==> src/rtl/conv_stream_param.sv <==
// conv_stream_param: streaming 1-D valid-window convolution, one MAC per cycle.
// Define CONV_RELU_EN to clamp negative results to zero.
module conv_stream_param #(
  parameter int N  = 112,
  parameter int M  = 49,
  parameter int DW = 10,
  localparam int YW = 2*DW + $clog2(M)
) (
  input  logic                 clk,
  input  logic                 reset,
  input  logic signed [DW-1:0] x_data,
  input  logic                 x_valid,
  output logic                 x_ready,
  input  logic signed [DW-1:0] f_data,
  input  logic                 f_valid,
  output logic                 f_ready,
  input  logic                 f_reuse,
  output logic signed [YW-1:0] y_data,
  output logic                 y_valid,
  input  logic                 y_ready
);

  localparam int IW  = $clog2(N+1);
  localparam int JW  = $clog2(M+1);
  localparam int XAW = (N > 1) ? $clog2(N) : 1;
  localparam int FAW = (M > 1) ? $clog2(M) : 1;
  localparam logic [IW-1:0] N_C    = IW'(N);
  localparam logic [IW-1:0] K_LAST = IW'(N-M);
  localparam logic [JW-1:0] M_C    = JW'(M);
  localparam logic [JW-1:0] J_LAST = JW'(M-1);

  typedef enum logic [1:0] {LOAD, COMPUTE, OUT} state_t;
  state_t state, state_nxt;

  logic signed [DW-1:0] x_mem [N];
  logic signed [DW-1:0] f_mem [M];

  logic [IW-1:0] x_cnt, k, idx;
  logic [JW-1:0] f_cnt, j;
  logic f_loaded;
  logic signed [DW-1:0] xv, fv;
  logic signed [2*DW-1:0] prod;
  logic signed [YW-1:0] acc, sum, res;
  logic x_fire, f_fire, y_fire;
  logic load_done, last_mac, last_k;

  assign x_fire = x_valid && x_ready;
  assign f_fire = f_valid && f_ready;
  assign y_fire = y_valid && y_ready;

  assign load_done = (x_cnt == N_C)
                  && (f_loaded || f_cnt == M_C);
  assign last_mac  = (j == J_LAST);
  assign last_k    = (k == K_LAST);

  assign idx  = k + IW'(j);
  assign xv   = x_mem[XAW'(idx)];
  assign fv   = f_mem[FAW'(j)];
  assign prod = (2*DW)'(xv) * (2*DW)'(fv);
  assign sum  = acc + YW'(prod);

`ifdef CONV_RELU_EN
  assign res = sum[YW-1] ? '0 : sum;
`else
  assign res = sum;
`endif

  always_ff @(posedge clk or posedge reset) begin
    if (reset) state <= LOAD;
    else       state <= state_nxt;
  end

  // Readies are held low while reset is asserted.
  always_comb begin
    state_nxt = state;
    x_ready   = 1'b0;
    f_ready   = 1'b0;
    unique case (state)
      LOAD: begin
        x_ready = !reset && (x_cnt < N_C);
        f_ready = !reset && !f_loaded && (f_cnt < M_C);
        if (load_done) state_nxt = COMPUTE;
      end
      COMPUTE: if (last_mac) state_nxt = OUT;
      OUT: if (y_fire) state_nxt = last_k ? LOAD : COMPUTE;
      default: state_nxt = LOAD;
    endcase
  end

  always_ff @(posedge clk) begin
    if (x_fire) x_mem[XAW'(x_cnt)] <= x_data;
    if (f_fire) f_mem[FAW'(f_cnt)] <= f_data;
  end

  always_ff @(posedge clk or posedge reset) begin
    if (reset) begin
      x_cnt    <= '0;
      f_cnt    <= '0;
      k        <= '0;
      j        <= '0;
      f_loaded <= 1'b0;
      acc      <= '0;
      y_data   <= '0;
      y_valid  <= 1'b0;
    end else begin
      unique case (state)
        LOAD: begin
          if (x_fire) x_cnt <= x_cnt + 1'b1;
          if (f_fire) f_cnt <= f_cnt + 1'b1;
          if (load_done) begin
            f_loaded <= 1'b1;
            k        <= '0;
            j        <= '0;
            acc      <= '0;
          end
        end
        COMPUTE: begin
          if (last_mac) begin
            y_data  <= res;
            y_valid <= 1'b1;
          end else begin
            acc <= sum;
            j   <= j + 1'b1;
          end
        end
        OUT: begin
          if (y_fire) begin
            y_valid <= 1'b0;
            j       <= '0;
            acc     <= '0;
            if (last_k) begin
              x_cnt <= '0;
              if (!f_reuse) begin
                f_cnt    <= '0;
                f_loaded <= 1'b0;
              end
            end else begin
              k <= k + 1'b1;
            end
          end
        end
        default: ;
      endcase
    end
  end

endmodule
==> config.mk <==
export PLATFORM = sky130hd
export DESIGN_NAME = conv_stream_param
export DESIGN_NICKNAME = d
export VERILOG_FILES = /design/src/rtl/conv_stream_param.sv
export SDC_FILE = /design/constraint.sdc
export NUM_CORES = 2
export LEC_CHECK = 0
export CORE_AREA = 2 2 448 450
export CTS_BUF_LIST = sky130_fd_sc_hd__clkbuf_8 sky130_fd_sc_hd__clkbuf_16
export CTS_CLUSTER_DIAMETER = 40
export DETAILED_ROUTE_END_ITERATION = 7
export DIE_AREA = 0 0 450 452
export PLACE_DENSITY = 0.63
export SLEW_MARGIN = 0
export SYNTH_ARGS = -nofsm -noshare
export SYNTH_HDL_FRONTEND = slang
export SYNTH_SLANG_ARGS = --single-unit
==> constraint.sdc <==
create_clock -name clk -period 8.4 [get_ports clk]
set_clock_uncertainty 0.1 [all_clocks]
set_input_delay 1.68 -clock clk [delete_from_list [all_inputs] [get_ports clk]]
set_output_delay 1.68 -clock clk [all_outputs]
set_load 0.01 [all_outputs]
After elaboration in Yosys (flattened, before gate mapping)
Memory sizes are Yosys's and may differ from the RTL's.
Cells that the tools add are included.

cells by class
  $mul = 1
  eq/ne operators = 15
  mux-type cells = 40
  magnitude comparators = 2
  reduce and logical (&&, ||, !) cells = 22
  add/sub/neg operators = 6

operators with widths
  cell                                                              number
  26-bit 2-to-1 mux                                                 3
  26-bit case mux with 3 select lines                               1
  6-bit 2-to-1 mux                                                  7
  7-bit 2-to-1 mux                                                  6
  7-bit case mux with 2 select lines                                2
  26-bit by 20-bit adder with 26-bit output                         1
  10-bit by 10-bit multiplier with 20-bit output                    1
  2-bit != test (second input constant)                             9
  6-bit case mux with 3 select lines                                1
  7-bit by 1-bit adder with 7-bit output (second input constant)    2
  1-bit 2-to-1 mux                                                  13
  6-bit by 1-bit adder with 6-bit output (second input constant)    2
  6-bit == test (second input constant)                             2
  6-bit case mux with 2 select lines                                1
  4-bit AND reduction                                               3
  5-bit AND reduction                                               2
  7-bit by 6-bit adder with 7-bit output                            1
  7-bit by 6-bit == test with 1-bit output (second input constant)  1
  7-bit == test (second input constant)                             1
  1-bit logical AND                                                 7
  7-bit less-than comparator (second input constant)                1
  6-bit less-than comparator (second input constant)                1
  2-bit 2-to-1 mux                                                  3
  2-bit case mux with 3 select lines                                1
  other kinds (10)                                                  14

storage, ports and cells
  bits in writable memories = 1610
  memories = 2
  output and inout bits = 29
  word-level logic and storage cells = 97
  register bits after elaboration = 82
  bits of input ports = 26

memories
  memory  depth  width  rd ports  clocked after Yosys merged registers in  wr ports  RTL line  RTL
  x_mem   112    10     1         0                                        1         35        logic signed [DW-1:0] x_mem [N];
  f_mem   49     10     1         0                                        1         36        logic signed [DW-1:0] f_mem [M];

Logic depth before layout (Yosys ltp)
  depth in word-level cells = 7
  mapped depth = 38
  mapped depth without buffers = 33

Least setup slack after synthesis
Ideal clock, no wire load.

  kind = reg2reg
  start point = reg j[1]
  end point = reg y_data[24]
  data arrival time = 9.157 ns
  path buffers = 9
  cell stages (with the launch flop) = 36
  required time = 8.217 ns
  slack = -0.941 ns
  setup time = 0.083 ns
  period minus slack after synthesis = 9.341 ns
  cells stage by stage = dfrtp_1 buf_2 buf_2 buf_2 buf_1 buf_2 inv_1 fa_1 buf_2 buf_2 clkbuf_1 clkbuf_1 mux4_2 mux4_2 nor2_1 a31oi_1 a21oi_1 nand2b_1 fa_1 fa_1 fa_1 inv_1 fa_1 inv_1 fa_1 inv_1 ha_1 o21ai_0 nand2b_1 a21oi_1 o31ai_1 a31oi_1 a21oi_1 o41ai_1 o311a_1 o21ai_0

on the way
  word-level cells in the longest chain between the ends = 4

ends and longest elaborated chain
  item                                            RTL line  RTL
  start: declaration                              39        logic [JW-1:0] f_cnt, j;
  start signal: assignment                        123       j <= j + 1'b1;
  7-bit by 6-bit adder with 7-bit output          56        assign idx = k + IW'(j);
  memory 112 x 10 bit                             n/a
  10-bit by 10-bit multiplier with 20-bit output  59        assign prod = (2*DW)'(xv) * (2*DW)'(fv);
  26-bit by 20-bit adder with 26-bit output       60        assign sum = acc + YW'(prod);
  end signal: assignment                          119       y_data <= res;
  end: declaration                                18        output logic signed [YW-1:0] y_data,

Several ways; a longest one is shown, not always the timed one.
A chain may end at the register's enable or synchronous reset.

Worst setup path in the final report
  start point = reg j[0]
  end point = reg y_data[22]

Same word-level chain as after synthesis.

==> impl_metrics.yaml <==
placed_design:
  dp_hpwl_mm: 105
  gp_congestion: 0.825
  pre_cts_ws_ps: -527
  placed_cell_area_um2: 77000
  io_buffer_count: 54
critical_path:
  worstPathRequired_ps: 9010
  slowest_delay_ps: 680
  path_max_fanout: 12
  crit_path_end_kind: "flop"
  cpMostUsedCell: "buf_4"
  crit_slowest_cell: "fa_4"
  worstSetupStartpointType: "flop"
  path_class: "flop to flop"
  crit_arrival_ps: 9130
  r2r-start: "j[0]"
  setup.worst_path.start: "j[0]"
grt:
  grt_util_all_layers: 0.162
  overflow: 0
  grt_pass1_vias: 36300
  grt_max_degree: 123
  grt_pass1_wl_mm: 246
  antenna_found_initial: 5
timing:
  fmax_mhz: 117
  rsz0062_at_grt: "true"
  period_share: 1.01
  fin_ws_ps: -118
  slew_headroom: 0.0662
  fin_hold_ws_ps: 398
  fin_crit_ps: 8520
  setup_viol: 9
  finalMaxSlewViolations: 0
  hold_viol_final: 0
  tightest_slew_ps: 1390
yosys:
  synth_top_cells_by_area: "edfxtp_1 68%, mux4_2 16%, fa_1 3.7%"
  ys_warn_count: 0
  synthCells: 3537
  synth_edf_count: 1610
  synth_top_cell_area_share: 0.679
  synth_nets: 3775
  synth_cell_types: 61
  yosysSeqAreaShare: 0.707
  async_flop_share: 0.0485
  ys.flop_type: "edfxtp_1"
  netlist_area_um2: 71200
  yosys.area.top_type: "edfxtp_1"
  ys_ff_latch: 1692
  avgSynthCellArea_um2: 20.1
routing:
  wire_per_inst_um: 24.3
  first_pass_iters: 7
  drc: 0
  routed_wl_mm: 166
  viasPerCell: 5.18
  first_iter_violations: 3666
  vias: 35200
  ant_nets: 0
final_layout:
  final_common_cell: "edfxtp_1"
  final_cell_mix: "1610 x edfxtp_1, 499 x mux4_2, 288 x buf_4"
  fin_nets: 4210
  final_area_um2: 85100
  areaGrowthSynthToFinish_pct: 19.4
  layout-drive-gt1-share: 0.325
  fin_util: 0.428
clocking:
  cts_made_buffers: 204
  htreeDepth: 4
  clk_path_buf_depth: 3
  clk_latency_ps: 840
  postCtsHoldBufs: 0
  cts_sinks: 1692
  clkSlewWorstSetupHoldPaths_ps: 60
  cts_tree: "done"
  root_buffer: "clkbuf_16"
die:
  core.rowCount: 164
  dieHeight_um: 452
  start_util: 0.359
  core_area_um2: 199000
  chipWidth_um: 450
  die_area_um2: 203000
  boundaryPins: 55
power:
  power.density_nw_per_um2: 229
  ir_drop_mv: 0.174
  p_leak_nw: 28.7
  p_total_mw: 19.5
hold_path:
  min_from: "y_data[10]"
  min_path_type: "flop to flop"
status:
  violations: "setup timing"
  outcome: "finished, violations left"
run:
  cap_violations: 0
## critical path: cells and delay by family (launching register included)
kind / cells / cell delay, ps
adders and majority gates: 8 / 3550
AOI/OAI and AO/OA: 5 / 760
DFF: 1 / 490
xor gates and xnor gates: 1 / 140
muxes: 4 / 1200
and+or+nand+nor: 3 / 600
buffers and inverters: 13 / 1580
## flip-flops by register name (all words and copies together), names as in the netlist
| register | count |
|---|---|
| f_mem | 490 |
| k | 7 |
| y_data | 26 |
| f_loaded | 1 |
| state | 2 |
| f_cnt | 6 |
| j | 6 |
| acc | 26 |
| x_mem | 1120 |
| x_cnt | 7 |
| y_valid | 1 |
## metal layers
layer  part of all wire  GRT usage
met5           0.000042          0
met4              0.024     0.0446
met3              0.062     0.0301
met2               0.50      0.268
met1               0.42      0.222
## worst paths after layout
kind	end	slack, ps	cells after the start
setup / recovery	y_data[22]	-120	34
hold / removal	y_data[10]	400	2
setup reg to reg	y_data[22]	-120	34
hold reg to reg	y_data[10]	400	2
max in group asynchronous	acc[9]	5850	3
min in group asynchronous	x_cnt[3]	1260	2
## kinds of logic after synthesis
family | synth area share
xor+xnor | 0.00599
fa+ha+maj | 0.0511
buf+inv | 0.0214
flops | 0.707
simple gates | 0.0325
compound gates | 0.0156
mux | 0.166
## area by class of cell
cell class,count,area [um^2]
multi-input cells,1471,20000
clock buffers,205,5130
well taps,2656,3320
diodes,2,5.00
clock inverters,172,1710
flip-flops and latches,1692,50400
repair buffers,394,3670
fillers,17200,114000
inverters,209,786
## cells in the mapped netlist, types with 7 or more instances
| master | n |
|---|---|
| a31oi_1 | 13 |
| or2_2 | 9 |
| a21oi_1 | 33 |
| buf_1 | 20 |
| fa_1 | 132 |
| nand2b_1 | 54 |
| nor2b_1 | 33 |
| buf_4 | 7 |
| o21ai_0 | 30 |
| clkbuf_1 | 76 |
| a211oi_1 | 23 |
| nand3_1 | 23 |
| dfrtp_1 | 82 |
| inv_1 | 209 |
| mux2i_1 | 27 |
| nor3_1 | 8 |
| a22o_1 | 23 |
| mux2_2 | 24 |
| xor2_1 | 20 |
| nor2_1 | 240 |
| nand2_1 | 78 |
| nand4_1 | 9 |
| or3_1 | 11 |
| and2_1 | 14 |
| edfxtp_1 | 1610 |
| mux4_2 | 499 |
| xnor2_1 | 25 |
| buf_2 | 59 |
| ha_1 | 80 |
## what timing repair did
item                                    CTS  global route
endpoints found under the setup margin   24            28
gates resized for setup                  70            72
gates cloned                              3             1
buffers inserted                         30            26
pin swaps                                40            42
endpoints found under the hold margin     0             0
## metrics by stage
| step | setup TNS, ps | std cells |
|---|---|---|
| 3_5_place_dp | -6150 | 6365 |
| 4_1_cts | -1200 | 6775 |
| 6_report | -439 | 6801 |
| 5_1_grt | -4460 | 6801 |
| 2_1_floorplan | 0 | 3537 |
| 3_3_place_gp | -4880 | 6365 |
## report_power, final
group	leakage (nW)	internal, mW	total, mW	switching (mW)
Sequential	15.5	9.29	9.32	0.0337
Clock	3.42	5.04	8.69	3.66
Combinational	9.74	0.602	1.44	0.838
Total	28.7	14.9	19.5	4.53
(Power assumes the default switching activity.)
